`config.mk`:
```
export PLATFORM = sky130hd
export DESIGN_NAME = cdc_xfer_arb
export DESIGN_NICKNAME = d
export VERILOG_FILES = /design/src/rtl/cdc_pkg.sv /design/src/rtl/cdc_xfer_arb_ack_sync.sv /design/src/rtl/cdc_xfer_arb.sv
export SDC_FILE = /design/constraint.sdc
export NUM_CORES = 1
export LEC_CHECK = 0
export ABC_CLOCK_PERIOD_IN_PS = 1240
export BUFFER_PORTS_ARGS = -buffer_cell sky130_fd_sc_hd__buf_2
export CELL_PAD_IN_SITES_DETAIL_PLACEMENT = 0
export CELL_PAD_IN_SITES_GLOBAL_PLACEMENT = 1
export CORE_ASPECT_RATIO = 0.75
export CORE_MARGIN = 4
export CORE_UTILIZATION = 29
export DETAILED_ROUTE_END_ITERATION = 8
export HOLD_SLACK_MARGIN = 0.03
export PLACE_DENSITY_LB_ADDON = 0.1
export SYNTH_ARGS = -nofsm -noshare
export SYNTH_HDL_FRONTEND = slang
export SYNTH_SLANG_ARGS = --single-unit
```
`constraint.sdc`:
```
create_clock -name CLK -period 1.24 [get_ports CLK]
set_clock_uncertainty 0.05 [all_clocks]
set_input_delay 0.186 -clock CLK [delete_from_list [all_inputs] [get_ports CLK]]
set_output_delay 0.186 -clock CLK [all_outputs]
set_load 0.01 [all_outputs]
```
`src/rtl/cdc_pkg.sv`:
```
// cdc_pkg: shared types and default constants for the cdc_xfer_arb slice
package cdc_pkg;
  typedef enum logic [1:0] {IDLE, SETUP, REQ_HI, REQ_LO} state_t;
  typedef enum logic {RR_0, RR_1} rr_t;
  localparam int DEF_BUS_WIDTH  = 8;
  localparam int DEF_NUM_STAGES = 2;
  localparam int DEF_TIMEOUT    = 64;
endpackage

```
`src/rtl/cdc_xfer_arb_ack_sync.sv`:
```
// ack_sync: NUM_STAGES-flop single-bit synchronizer, cleared to 0 by reset
// Ports: CLK destination clock, RST async active-low reset, i_d async input, o_q synchronized output
module ack_sync #(
  parameter int NUM_STAGES = 2
) (
  input  logic CLK,
  input  logic RST,
  input  logic i_d,
  output logic o_q
);
  logic [NUM_STAGES-1:0] r_sync;
  always_ff @(posedge CLK or negedge RST)
    if (!RST) r_sync <= '0;
    else r_sync <= (r_sync << 1) | NUM_STAGES'(i_d);
  assign o_q = r_sync[NUM_STAGES-1];
endmodule

```
`src/rtl/cdc_xfer_arb.sv`:
```
// cdc_xfer_arb: round-robin arbiter for two requesters feeding a 4-phase bus handshake into another clock domain
// Ports: CLK/RST (async active-low) source clock and reset; REQ0/REQ1 + DATA0/DATA1 level requests with payloads;
//        GNT0/GNT1 acceptance pulses; BUS_OUT/BUS_EN held word and enable towards the destination synchronizer;
//        ACK_ASYNC destination acknowledge; BUSY transfer in progress; DONE completion pulse; ERR timeout pulse.
// Optional: define CDC_ARB_TIMEOUT_EN to abort a stalled handshake phase after TIMEOUT cycles (ERR pulse, no DONE).
module cdc_xfer_arb
  import cdc_pkg::*;
#(
  parameter int BUS_WIDTH  = DEF_BUS_WIDTH,
  parameter int NUM_STAGES = DEF_NUM_STAGES,
  parameter int TIMEOUT    = DEF_TIMEOUT
) (
  input  logic                 CLK,
  input  logic                 RST,
  input  logic                 REQ0,
  input  logic                 REQ1,
  input  logic [BUS_WIDTH-1:0] DATA0,
  input  logic [BUS_WIDTH-1:0] DATA1,
  output logic                 GNT0,
  output logic                 GNT1,
  output logic [BUS_WIDTH-1:0] BUS_OUT,
  output logic                 BUS_EN,
  input  logic                 ACK_ASYNC,
  output logic                 BUSY,
  output logic                 DONE,
  output logic                 ERR
);
  state_t r_state, w_next;
  rr_t r_last;
  logic [BUS_WIDTH-1:0] r_bus_out;
  logic r_bus_en, r_gnt0, r_gnt1, r_done;
  logic w_ack_s, w_to, w_accept, w_pick1, w_gnt0_nx, w_gnt1_nx, w_done_nx, w_en_nx;

  ack_sync #(.NUM_STAGES(NUM_STAGES)) u_ack_sync (
    .CLK(CLK),
    .RST(RST),
    .i_d(ACK_ASYNC),
    .o_q(w_ack_s)
  );

`ifdef CDC_ARB_TIMEOUT_EN
  localparam int CW = TIMEOUT > 1 ? $clog2(TIMEOUT) : 1;
  logic [CW-1:0] r_cnt;
  logic r_err, w_err_nx;
  assign w_to = r_cnt == CW'(TIMEOUT - 1);
  // Abort only when the awaited ack level has not arrived in this same cycle.
  assign w_err_nx = w_to && ((r_state == REQ_HI && !w_ack_s) || (r_state == REQ_LO && w_ack_s));
  // Counts cycles spent in a wait phase; restarts on every state change.
  always_ff @(posedge CLK or negedge RST)
    if (!RST) begin
      r_cnt <= '0;
      r_err <= 1'b0;
    end else begin
      r_cnt <= (w_next == r_state && (r_state == REQ_HI || r_state == REQ_LO)) ? r_cnt + 1'b1 : '0;
      r_err <= w_err_nx;
    end
  assign ERR = r_err;
`else
  logic w_unused_timeout;
  assign w_unused_timeout = TIMEOUT[0];
  assign w_to = 1'b0;
  assign ERR = 1'b0;
`endif

  always_ff @(posedge CLK or negedge RST)
    if (!RST) begin
      r_state   <= IDLE;
      r_last    <= RR_1;
      r_bus_out <= '0;
      r_bus_en  <= 1'b0;
      r_gnt0    <= 1'b0;
      r_gnt1    <= 1'b0;
      r_done    <= 1'b0;
    end else begin
      r_state  <= w_next;
      r_bus_en <= w_en_nx;
      r_gnt0   <= w_gnt0_nx;
      r_gnt1   <= w_gnt1_nx;
      r_done   <= w_done_nx;
      if (w_accept) begin
        r_bus_out <= w_pick1 ? DATA1 : DATA0;
        r_last    <= w_pick1 ? RR_1 : RR_0;
      end
    end

  always_comb begin
    w_next = r_state;
    case (r_state)
      IDLE:    w_next = w_accept ? SETUP : IDLE;
      SETUP:   w_next = REQ_HI;
      REQ_HI:  w_next = w_ack_s ? REQ_LO : (w_to ? IDLE : REQ_HI);
      REQ_LO:  w_next = (!w_ack_s || w_to) ? IDLE : REQ_LO;
      default: w_next = IDLE;
    endcase
  end

  // Requester 1 wins when alone, or when both ask and requester 0 was served last.
  always_comb begin
    w_accept  = r_state == IDLE && !w_ack_s && (REQ0 || REQ1);
    w_pick1   = REQ1 && (!REQ0 || r_last == RR_0);
    w_gnt0_nx = w_accept && !w_pick1;
    w_gnt1_nx = w_accept && w_pick1;
    w_done_nx = r_state == REQ_LO && !w_ack_s;
    w_en_nx   = w_next == REQ_HI;
  end

  assign GNT0    = r_gnt0;
  assign GNT1    = r_gnt1;
  assign BUS_OUT = r_bus_out;
  assign BUS_EN  = r_bus_en;
  assign DONE    = r_done;
  assign BUSY    = r_state != IDLE;
endmodule

```
* Word level (Yosys, flattened, before mapping)
Index checks and enable logic that the tools add are counted.
** Storage, ports and cells
- Register bits :: 17
- Output and inout bits :: 14
- Logic and storage cells :: 33
** Operators by class
- Equality and inequality tests :: 4
- Muxes and demuxes :: 6
- Bitwise operators :: 2
- Reductions and logical operators :: 13
** Operator list (number)
- 8-bit 2-to-1 mux :: 1
- 2-bit one-hot mux with 4 select lines :: 1
- 2-bit == test, second input constant :: 3
- 1-bit logical AND :: 6
- 1-bit zero test :: 3
- 1-bit 2-to-1 mux :: 3
- 2-bit by 1-bit == test with 1-bit output, second input constant :: 1
- 2-bit zero test :: 1
- 1-bit logical OR :: 2
- 2-bit 2-to-1 mux :: 1
- 2-bit by 1-bit OR with 2-bit output :: 1
- 2-bit nonzero test :: 1
- 1-bit NOT :: 1

* Logic depth before layout (Yosys ltp)
Gate-level depths: netlist of run 1.
- Word-level depth :: 6
- Mapped depth :: 4
- Mapped depth without buffers :: 3

* Modules after synthesis
Synthesis of run 1 repeated with hierarchy kept, for this count alone.
** Second synthesis, totals
- Cells, all modules :: 56
- Area, all modules :: 716.9 um^2
** Modules (own cells, without submodules)
- cdc_xfer_arb :: times used 1, cells an instance 54, area each 666.9 um^2, seq. area each 376.6 um^2
- ack_sync :: times used 1, cells an instance 2, area each 50.0 um^2, seq. area each 50.0 um^2

* Worst setup path after synthesis of run 1
OpenSTA, ideal clock, no wires.
- Path kind :: reg-to-reg
- Start point :: register r_last
- End point :: register r_bus_out[0] (netlist: BUS_OUT[0])
- Arrival :: 1.001 ns
- Path slack :: 0.061 ns
- Cell stages (with the launch flop) :: 5
- Buffers on the path :: 1
- Cell sequence :: dfstp_2 > nor2b_1 > buf_2 > o32ai_1 > a2bb2oi_1
** Between the ends
- Cells in the longest elaborated chain, start to end :: 4
** Ends and longest elaborated chain
- start: declaration :: line cdc_xfer_arb.sv:29 : rr_t r_last;
- start signal: assignment :: line cdc_xfer_arb.sv:82 : r_last <= w_pick1 ? RR_1 : RR_0;
- 1-bit NOT :: line cdc_xfer_arb.sv:100 : w_pick1 = REQ1 && (!REQ0 || r_last == RR_0);
- 1-bit logical OR :: line cdc_xfer_arb.sv:100
- 1-bit logical AND :: line cdc_xfer_arb.sv:100
- 8-bit 2-to-1 mux :: line cdc_xfer_arb.sv:81 : r_bus_out <= w_pick1 ? DATA1 : DATA0;
- end signal: assignment :: line cdc_xfer_arb.sv:81
- end: declaration :: line cdc_xfer_arb.sv:30 : logic [BUS_WIDTH-1:0] r_bus_out;
No other way between the ends.
A chain may end at the register's enable or synchronous reset.

* Worst setup path in the final report of run 1
- Start point :: register r_state[1]
- End point :: output port BUSY
** Between the ends
- Cells in the longest elaborated chain, start to end :: 1
** Ends and longest elaborated chain
- start: declaration :: line cdc_xfer_arb.sv:28 : state_t r_state, w_next;
- start signal: assignment :: line cdc_xfer_arb.sv:75 : r_state <= w_next;
- 2-bit nonzero test :: line cdc_xfer_arb.sv:112 : assign BUSY = r_state != IDLE;
- end: declaration :: line cdc_xfer_arb.sv:24 : output logic BUSY,
No other way between the ends.

==> metrics.cfg, run 1 <==
[critical_path]
crit_top_cell = sky130_fd_sc_hd__buf_6
critical-path-max-stage-delay_ps = 400
start_kind = register
slowest_stage = sky130_fd_sc_hd__dfrtp_1
r2r_path_end = BUS_OUT[7]
setup.worst_path.end_class = output port
timing.critical_path.buf_inv = 3
worstPathMaxFanout = 2
crit_family = flip-flops
reg2reg_setup_slack_ps = -50
critical_path.reg2reg.startpoint = r_state[0]
rr_worst_depth = 4
critical_path_arrival_ps = 1070
cp_data_required_time_ps = 1000
timing.critical_path.cells = buf_6 -> nor2_4 -> inv_2 -> buf_6
timing_worst_setup_path_type = reg -> out

[synthesis]
share_of_the_synthesized_area_in_the_top_cell_type_pct = 56.4
ys.warnings.count = 0
syn-cell-area_um2 = 709
ys_ff_latch = 17
synthDistinctLibCells = 22
syn_nets = 77
number_of_enable_type_register_cells_in_the_synthesized_netlist = 0
netlist_top_cells_area = sky130_fd_sc_hd__dfrtp_1 56%, sky130_fd_sc_hd__a2bb2oi_1 9.9%, sky130_fd_sc_hd__o32ai_1 9.9%
yosys.area.top_type = sky130_fd_sc_hd__dfrtp_1
yosysSeqAreaShare_pct = 60.1
netlist_top_cells_count = 16 x sky130_fd_sc_hd__dfrtp_1, 8 x sky130_fd_sc_hd__a2bb2oi_1, 8 x sky130_fd_sc_hd__o32ai_1, 4 x sky130_fd_sc_hd__nor2_1
netlist_instances = 56
synth_most_common_cell = sky130_fd_sc_hd__dfrtp_1
synth_area_per_cell_um2 = 12.7
synth-main-ff-cell = sky130_fd_sc_hd__dfrtp_1
async_flop_share_pct = 100

[status]
run_status = complete, but fails checks
violations = negative setup slack

[power_and_ir_drop]
power_leakage_nw = 0.526
power.density_nw_per_um2 = 2020
ir_worst_vdd_mv = 0.875
total_power_mw = 2.30

[clock_tree]
clock_tree_from_tritoncts = yes
cts.sinks = 17
ctsRootBufferMaster = sky130_fd_sc_hd__clkbuf_4
cts_buffer_depth = 2
number_of_buffers_added_by_the_clock_tree_synthesis_step = 3
clk_pin_slew_ps = 100
htree_levels = 1
clkLatencyLatePin_ps = 290

[grt]
antenna_found_initial = 0
number_of_global_route_vias_before_repair = 734
grt_busiest_layer = met2
grt_util_met2_pct = 21.6
global_route.usage.met3_pct = 5.27
grt_usage_pct = 13.4
overflow = 0
grt_first_pass_wirelength_um = 3360
global_route.usage.met1_pct = 18.0
grt_max_degree = 18

[die]
design.core.area_um2 = 2310
die_area_um2 = 3310
start_util_pct = 30.7
io-pin-count = 35
placement_rows = 15
chipWidth_um = 65.1
fp.dieH_um = 50.8

[drt]
first_iter_violations = 11
detail_route.drc_violations = 0
route.final.wire_length_um = 2040
dr.pass1.iters = 4
drt-wirelength-per-cell_um = 14.7
vias_per_cell = 4.80
routed-via-count = 662
drtAntennaViolNets = 0

[finish]
fillers = 229
multi_input_comb_area_um2 = 319
post_route_cells_drive_above_1_share_pct = 64.4
syn2layout_area_growth_pct = 60.5
n_antenna_cell = 0
register_area_um2 = 427
fin_nets = 126

[worst_hold_path]
startpoint_of_the_tightest_hold_check_path = REQ0
holdCritPathClass = in -> reg
worst_hold_path.endpoint = r_last
whs_path_depth = 2

[sta]
timing.final.crit_share_pct = 105
grt_setup_unrepaired = true
final.hold.worst_slack_ps = 91.1
slew_violations = 0
period_minus_slack_ps = 1300
setup_tns_ps = -290
pnr_worst_setup_slack_ps = -62.1
timing.final.setup_violations = 10
hold_violations = 0
max_clock_freq_mhz = 768

[placement]
gp_congestion = 0.675
buffer_ports.inserted = 33
dpl.hpwl_um = 1280

[run]
number_of_max_cap_violations = 0

==> sequential cells by signal, indices dropped and copies added (netlist names) <==
name,flops
GNT1,1
BUS_EN,1
DONE,1
u_ack_sync.r_sync,2
r_last,1
BUS_OUT,8
GNT0,1
r_state,2
==> logic make-up (layout without fill, tap and decap cells) <==
logic type | Yosys count | after routing | synth area share [%]
multiplexers | 1 | 1 | 1.59
flip-flops | 17 | 17 | 60.1
AO/OA/AOI/OAI | 21 | 22 | 25.0
other | 1 | 1 | 0.529
buffers and inverters | 7 | 54 | 6.17
AND/OR/NAND/NOR | 9 | 9 | 6.52
==> through the flow <==
| stage | std cells | utilization [%] | cell area [µm²] | worst slack, ps |
|---|---|---|---|---|
| after floorplan | 56 | - | 709 | 61.0 |
| after global routing | 138 | 49.3 | 1140 | -138 |
| final | 138 | 49.3 | 1140 | -62.1 |
| after CTS | 137 | 48.3 | 1120 | -73.6 |
| after detailed placement | 122 | 39.5 | 911 | -112 |
| after global placement | 122 | 39.5 | 911 | -94.2 |
==> layout by cell type (no fill, tap or decap), types with 2 or more instances in the layout <==
master,instances
sky130_fd_sc_hd__dfrtp_1,16
sky130_fd_sc_hd__buf_6,5
sky130_fd_sc_hd__a2bb2oi_1,2
sky130_fd_sc_hd__buf_4,8
sky130_fd_sc_hd__buf_2,32
sky130_fd_sc_hd__clkbuf_4,3
sky130_fd_sc_hd__a2bb2oi_2,6
sky130_fd_sc_hd__o32ai_1,7
sky130_fd_sc_hd__nor2_1,3
sky130_fd_sc_hd__dlygate4sd3_1,2
sky130_fd_sc_hd__inv_2,2
==> routing by layer <==
metal	routed length (µm)	vias up
met2	944	26
li1	-	314
met4	11	0
met3	146	2
met1	932	320
met5	0	-
==> worst max-delay path by stage <==
stage | startpoint | end | slack, ps | cells after the start
floorplan | r_last | BUS_OUT[0] | 60 | 4
global placement | r_last | BUS_OUT[2] | -90 | 3
detailed placement | r_last | BUS_OUT[1] | -110 | 3
CTS | r_state[0] | BUSY | -70 | 4
global route | r_state[0] | BUS_OUT[7] | -140 | 4
finish | r_state[1] | BUSY | -60 | 4
==> power breakdown <==
group	switching, mW	leakage, nW	internal [mW]
clock	0.173	0.0150	0.125
combinational	0.478	0.314	0.627
sequential	0.133	0.197	0.765
==> final cells by class <==
type                       count  share of cell area (%)
sequential                    17                    37.5
clock buffer                   4                    2.31
timing repair buffer          48                    27.8
tap                           34                    3.74
multi-input combinational     33                    28.0
inverter                       2                   0.659
==> what timing repair did <==
action                                  in CTS  in global routing
resized for setup                           18                  3
hold buffers                                 2                  0
pin swaps                                    1                  3
setup buffers                                8                  1
cloned                                       1                  0
endpoints found under the setup margin       9                 12
endpoints found under the hold margin       17                  0
Note: power is estimated with default switching activity, not from simulation.
==> run 2, diff against run 1 <==
--- a/config.mk
+++ b/config.mk
@@ -5,14 +5,16 @@
 export SDC_FILE = /design/constraint.sdc
 export NUM_CORES = 1
 export LEC_CHECK = 0
+export ABC_AREA = 1
 export ABC_CLOCK_PERIOD_IN_PS = 1240
 export BUFFER_PORTS_ARGS = -buffer_cell sky130_fd_sc_hd__buf_2
 export CELL_PAD_IN_SITES_DETAIL_PLACEMENT = 0
 export CELL_PAD_IN_SITES_GLOBAL_PLACEMENT = 1
 export CORE_ASPECT_RATIO = 0.75
 export CORE_MARGIN = 4
-export CORE_UTILIZATION = 29
+export CORE_UTILIZATION = 28
 export DETAILED_ROUTE_END_ITERATION = 8
+export GPL_TIMING_DRIVEN = 0
 export HOLD_SLACK_MARGIN = 0.03
 export PLACE_DENSITY_LB_ADDON = 0.1
 export SYNTH_ARGS = -nofsm -noshare
==> metrics.cfg, run 2 <==
[status]
run_status = finished, final reports clean

[sta]
slew_violations = 0
grt_setup_unrepaired = true
max_clock_freq_mhz = 836
timing.final.crit_share_pct = 96.4
timing.final.setup_violations = 0
setup_tns_ps = 0
period_minus_slack_ps = 1200
hold_violations = 0
pnr_worst_setup_slack_ps = 44.2

[drt]
vias_per_cell = 4.16
dr.pass1.iters = 4
routed-via-count = 736
route.final.wire_length_um = 1900
drtAntennaViolNets = 0
drt-wirelength-per-cell_um = 10.8
first_iter_violations = 23
detail_route.drc_violations = 0

[clock_tree]
clkLatencyLatePin_ps = 250
number_of_buffers_added_by_the_clock_tree_synthesis_step = 3
cts_buffer_depth = 2
htree_levels = 1
ctsRootBufferMaster = sky130_fd_sc_hd__clkbuf_8
cts.sinks = 17
clock_tree_from_tritoncts = yes
clk_pin_slew_ps = 70

[critical_path]
critical_path_arrival_ps = 960
reg2reg_setup_slack_ps = 50
cp_data_required_time_ps = 1000
start_kind = register
timing.critical_path.cells = nor2_4 -> inv_1 -> buf_2
slowest_stage = sky130_fd_sc_hd__dfrtp_1
setup.worst_path.end_class = output port
critical-path-max-stage-delay_ps = 410
timing.critical_path.buf_inv = 2
worstPathMaxFanout = 2
timing_worst_setup_path_type = reg -> out
crit_family = flip-flops

[synthesis]
syn_nets = 113
netlist_instances = 92
synth_most_common_cell = sky130_fd_sc_hd__nand2_1
async_flop_share_pct = 100
yosys.area.top_type = sky130_fd_sc_hd__dfrtp_1
ys_ff_latch = 17
synthDistinctLibCells = 16
synth-main-ff-cell = sky130_fd_sc_hd__dfrtp_1
synth_area_per_cell_um2 = 8.46
netlist_top_cells_area = sky130_fd_sc_hd__dfrtp_1 51%, sky130_fd_sc_hd__nand2_1 22%, sky130_fd_sc_hd__nand3_1 5.1%
number_of_enable_type_register_cells_in_the_synthesized_netlist = 0
netlist_top_cells_count = 45 x sky130_fd_sc_hd__nand2_1, 16 x sky130_fd_sc_hd__dfrtp_1, 8 x sky130_fd_sc_hd__nand3_1, 6 x sky130_fd_sc_hd__inv_1, 3 x sky130_fd_sc_hd__nor2_1
ys.warnings.count = 0
syn-cell-area_um2 = 778
yosysSeqAreaShare_pct = 54.8
share_of_the_synthesized_area_in_the_top_cell_type_pct = 51.4

[finish]
final_non_filler_cells = 177
fillers = 286
finish.utilization_pct = 44.0
n_antenna_cell = 0
postLayoutCellArea_um2 = 1160
largest_reg_flops = 8
syn2layout_area_growth_pct = 49.5
fin_nets = 163
most-common-layout-cells = 45 x sky130_fd_sc_hd__nand2_1, 34 x sky130_fd_sc_hd__buf_2, 16 x sky130_fd_sc_hd__dfrtp_1
post_route_cells_drive_above_1_share_pct = 41.1
layout.cells.most_common = sky130_fd_sc_hd__nand2_1

[die]
chipWidth_um = 68.9
io-pin-count = 35
fp.dieH_um = 53.7
placement_rows = 16
start_util_pct = 29.5
design.core.area_um2 = 2640
die_area_um2 = 3700

[placement]
place_worst_setup_slack_ps = 20.1
dpl.hpwl_um = 1320
detailed_place.area_um2 = 988
buffer_ports.inserted = 33
placed_cells_incl_taps = 161
gp_congestion = 0.704

[grt]
overflow = 0
number_of_global_route_vias_before_repair = 595
grt_first_pass_wirelength_um = 2840
grt_usage_pct = 10.7
antenna_found_initial = 0
grt_max_degree = 18

[power_and_ir_drop]
power.density_nw_per_um2 = 1880
ir_worst_vdd_mv = 1.03
power_leakage_nw = 0.663

[run]
number_of_max_cap_violations = 0

[worst_hold_path]
holdCritPathClass = in -> reg

## run 2: changes by cell type after synthesis, sizes merged, moves of 2 or more
cell     delta
buf         -2
o32ai       -8
nand2      +47
o21ai       +2
a2bb2oi     -8
inv         +4
nor3        -2
nand3       +9
## run 2: report_power, final
part           internal (mW)  total, mW  switching (mW)
sequential             0.773      0.904           0.132
clock                  0.228      0.417           0.189
combinational          0.407      0.864           0.457
total                   1.41       2.19           0.778
## run 2: cells by family after synthesis
| kind of cell | after synthesis | share of synthesized area, % |
|---|---|---|
| AND/OR/NAND/NOR | 62 | 35.5 |
| other | 1 | 0.482 |
| AO/OA/AOI/OAI | 3 | 2.89 |
| buffers and inverters | 9 | 6.27 |
| flip-flops | 17 | 54.8 |
## run 2: final timing paths
path / depth (start not counted) / start / endpoint
max: 3 / r_state[0] / BUSY
min: 5 / DATA0[2] / BUS_OUT[2]
max reg2reg: 7 / r_last / BUS_OUT[0]
min reg2reg: 0 / u_ack_sync.r_sync[0] / u_ack_sync.r_sync[1]
max in group asynchronous: 2 / RST / r_last
min in group asynchronous: 2 / RST / GNT0
## run 2: routing by layer
layer	track usage [%]	part of all wire, %
met4	1.94	0.53
met3	5.01	8.1
met5	0	0
met1	14.5	47
met2	15.7	44
## run 2: what timing repair did
item,in CTS,in global routing
hold buffers,2,0
gates cloned,0,2
resized for setup,0,5
pin swaps,1,3
hold endpoints to repair,17,0
setup buffers,2,6
setup endpoints to repair,1,9
## run 2: layout make-up
class	count	area (µm²)	share of cell area [%]
Inverter	6	22.5	1.94
Multi-Input combinational cell	67	335	28.8
Sequential cell	17	427	36.7
Tap cell	36	45.0	3.87
Clock buffer	4	45.0	3.87
Timing Repair Buffer	44	263	22.6
Buffer	3	26.3	2.26
## run 2: stage by stage
step	total power, mW	hold WS (ps)
floorplan	1.32	-160
detailed placement	1.61	85.8
CTS	2.09	157
global route	2.36	163
global placement	1.61	78.9
finish	2.19	160
## run 2: worst min-delay path, stage by stage
cell and delay [ps]:
sky130_fd_sc_hd__buf_2 70, sky130_fd_sc_hd__nand2_1 40, sky130_fd_sc_hd__nand2_1 50, sky130_fd_sc_hd__nand2_1 40, sky130_fd_sc_hd__nand2_1 40
==> run 3, diff against run 2 <==
--- a/config.mk
+++ b/config.mk
@@ -10,9 +10,11 @@
 export BUFFER_PORTS_ARGS = -buffer_cell sky130_fd_sc_hd__buf_2
 export CELL_PAD_IN_SITES_DETAIL_PLACEMENT = 0
 export CELL_PAD_IN_SITES_GLOBAL_PLACEMENT = 1
-export CORE_ASPECT_RATIO = 0.75
+export CORE_ASPECT_RATIO = 0.7
 export CORE_MARGIN = 4
-export CORE_UTILIZATION = 28
+export CORE_UTILIZATION = 30
+export CTS_BUF_LIST = sky130_fd_sc_hd__clkbuf_8
+export CTS_CLUSTER_DIAMETER = 30
 export DETAILED_ROUTE_END_ITERATION = 8
 export GPL_TIMING_DRIVEN = 0
 export HOLD_SLACK_MARGIN = 0.03
==> metrics.cfg, run 3 (synthesized netlist as in run 2, its figures left out) <==
[clock_tree]
clock_tree_from_tritoncts = yes
ctsRootBufferMaster = sky130_fd_sc_hd__clkbuf_8
htree_levels = 1
cts.sinks = 17
number_of_buffers_added_by_the_clock_tree_synthesis_step = 3
clk_pin_slew_ps = 70
cts_buffer_depth = 2
clkLatencyLatePin_ps = 250

[critical_path]
timing_worst_setup_path_type = reg -> out
cp_data_required_time_ps = 1000
critical_path.reg2reg.startpoint = r_last
rr_worst_depth = 6
r2r_path_end = BUS_OUT[6]
worstPathMaxFanout = 3
critical_path_arrival_ps = 980
reg2reg_setup_slack_ps = 120
setup.worst_path.end_class = output port
start_kind = register

[grt]
antenna_found_initial = 0
overflow = 0
grt_max_degree = 18
number_of_global_route_vias_before_repair = 607
grt_usage_pct = 11.8
grt_first_pass_wirelength_um = 2990

[finish]
fillers = 278
syn2layout_area_growth_pct = 39.9
n_antenna_cell = 0
fin_nets = 156
post_route_cells_drive_above_1_share_pct = 38.8
largest_reg_flops = 8
final_non_filler_cells = 168
finish.utilization_pct = 43.9
most-common-layout-cells = 45 x sky130_fd_sc_hd__nand2_1, 32 x sky130_fd_sc_hd__buf_2, 16 x sky130_fd_sc_hd__dfrtp_1
postLayoutCellArea_um2 = 1090
layout.cells.most_common = sky130_fd_sc_hd__nand2_1

[drt]
dr.pass1.iters = 4
vias_per_cell = 4.20
drtAntennaViolNets = 0
detail_route.drc_violations = 0
drt-wirelength-per-cell_um = 10.9
route.final.wire_length_um = 1840
first_iter_violations = 22
routed-via-count = 706

[die]
fp.dieH_um = 50.6
chipWidth_um = 68.9
design.core.area_um2 = 2480
placement_rows = 15
io-pin-count = 35
die_area_um2 = 3490
start_util_pct = 31.4

[worst_hold_path]
whs_path_depth = 5
holdCritPathClass = in -> reg
startpoint_of_the_tightest_hold_check_path = DATA0[1]
worst_hold_path.endpoint = BUS_OUT[1]

[power_and_ir_drop]
seqPwrFrac_pct = 42.7
swShare_pct = 35.9
clockPowerShare_pct = 19.8
internal_power_mw = 1.33
ir_worst_vdd_mv = 0.830
combinationalPowerShare_pct = 37.5
power_leakage_nw = 0.635
net-switching-power_uw = 745
power.density_nw_per_um2 = 1910

[sta]
setup_tns_ps = 0
timing.final.crit_share_pct = 98.3
slew_violations = 0
final.hold.worst_slack_ps = 158
timing.final.setup_violations = 0
period_minus_slack_ps = 1220
grt_setup_unrepaired = true
max_clock_freq_mhz = 820
hold_violations = 0

[placement]
dpl.hpwl_um = 1290
placed_cells_incl_taps = 159
detailed_place.area_um2 = 986
gp_congestion = 0.673
buffer_ports.inserted = 33

[status]
run_status = finished, final reports clean

[run]
number_of_max_cap_violations = 0

==> run 3: changes by cell type in the layout (fill, tap and decap cells not counted), sizes merged <==
cell	change
inv	+1
clkbuf	-1
buf	-7
==> run 3: power by group through the flow <==
| stage | Sequential (mW) | Clock [mW] | Combinational, mW |
|---|---|---|---|
| floorplan | 0.972 | 0 | 0.346 |
| global placement | 0.888 | 0 | 0.715 |
| detailed placement | 0.891 | 0 | 0.724 |
| CTS | 0.881 | 0.435 | 0.772 |
| global route | 0.909 | 0.448 | 0.891 |
| finish | 0.886 | 0.412 | 0.778 |
==> run 3: worst max-delay path by stage <==
stage / start / to / slack [ps] / depth (start not counted)
floorplan: r_last / BUS_OUT[0] / 170 / 6
global placement: r_last / BUS_OUT[4] / 30 / 6
detailed placement: r_last / BUS_OUT[6] / -2 / 6
CTS: r_state[1] / BUSY / -7 / 3
global route: r_state[0] / BUSY / -10 / 3
finish: r_state[0] / BUSY / 20 / 3
==> run 3: metrics by stage <==
stage	power [mW]	setup WS (ps)
after global placement	1.60	34.0
after global routing	2.25	-11.2
after CTS	2.09	-7.43
after floorplan	1.32	174
after detailed placement	1.62	-1.79
final	2.08	20.8
==> run 3: final cells by class <==
| cell class | instances | area, µm² | share of cell area [%] |
|---|---|---|---|
| inverters | 6 | 22.5 | 2.07 |
| clock inverters | 1 | 3.75 | 0.345 |
| repair buffers | 37 | 206 | 19.0 |
| well taps | 34 | 42.5 | 3.91 |
| multi-input cells | 67 | 319 | 29.3 |
| flip-flops and latches | 17 | 427 | 39.2 |
| plain buffers | 3 | 26.3 | 2.41 |
| clock buffers | 3 | 41.3 | 3.79 |
==> run 3: timing repair <==
item | in CTS | in global routing
cloned | 1 | 0
endpoints found under the setup margin | 4 | 10
buffers inserted | 2 | 0
hold endpoints to repair | 17 | 0
pin swaps | 0 | 1
hold buffers | 2 | 0
resized for setup | 1 | 3
==> run 3: per-layer routing <==
metal | track usage (%) | vias to the layer above | share of wire, %
met4 | 1.94 | 0 | 0.38
met3 | 4.70 | 2 | 8.8
met2 | 15.3 | 26 | 40
li1 | - | 364 | -
met5 | 0 | - | 0
met1 | 18.2 | 314 | 51
==> run 3: critical path, stage by stage, from the launching register on <==
cell	delay [ps]
sky130_fd_sc_hd__dfrtp_1	410
sky130_fd_sc_hd__nor2_4	160
sky130_fd_sc_hd__inv_2	50
sky130_fd_sc_hd__buf_6	110
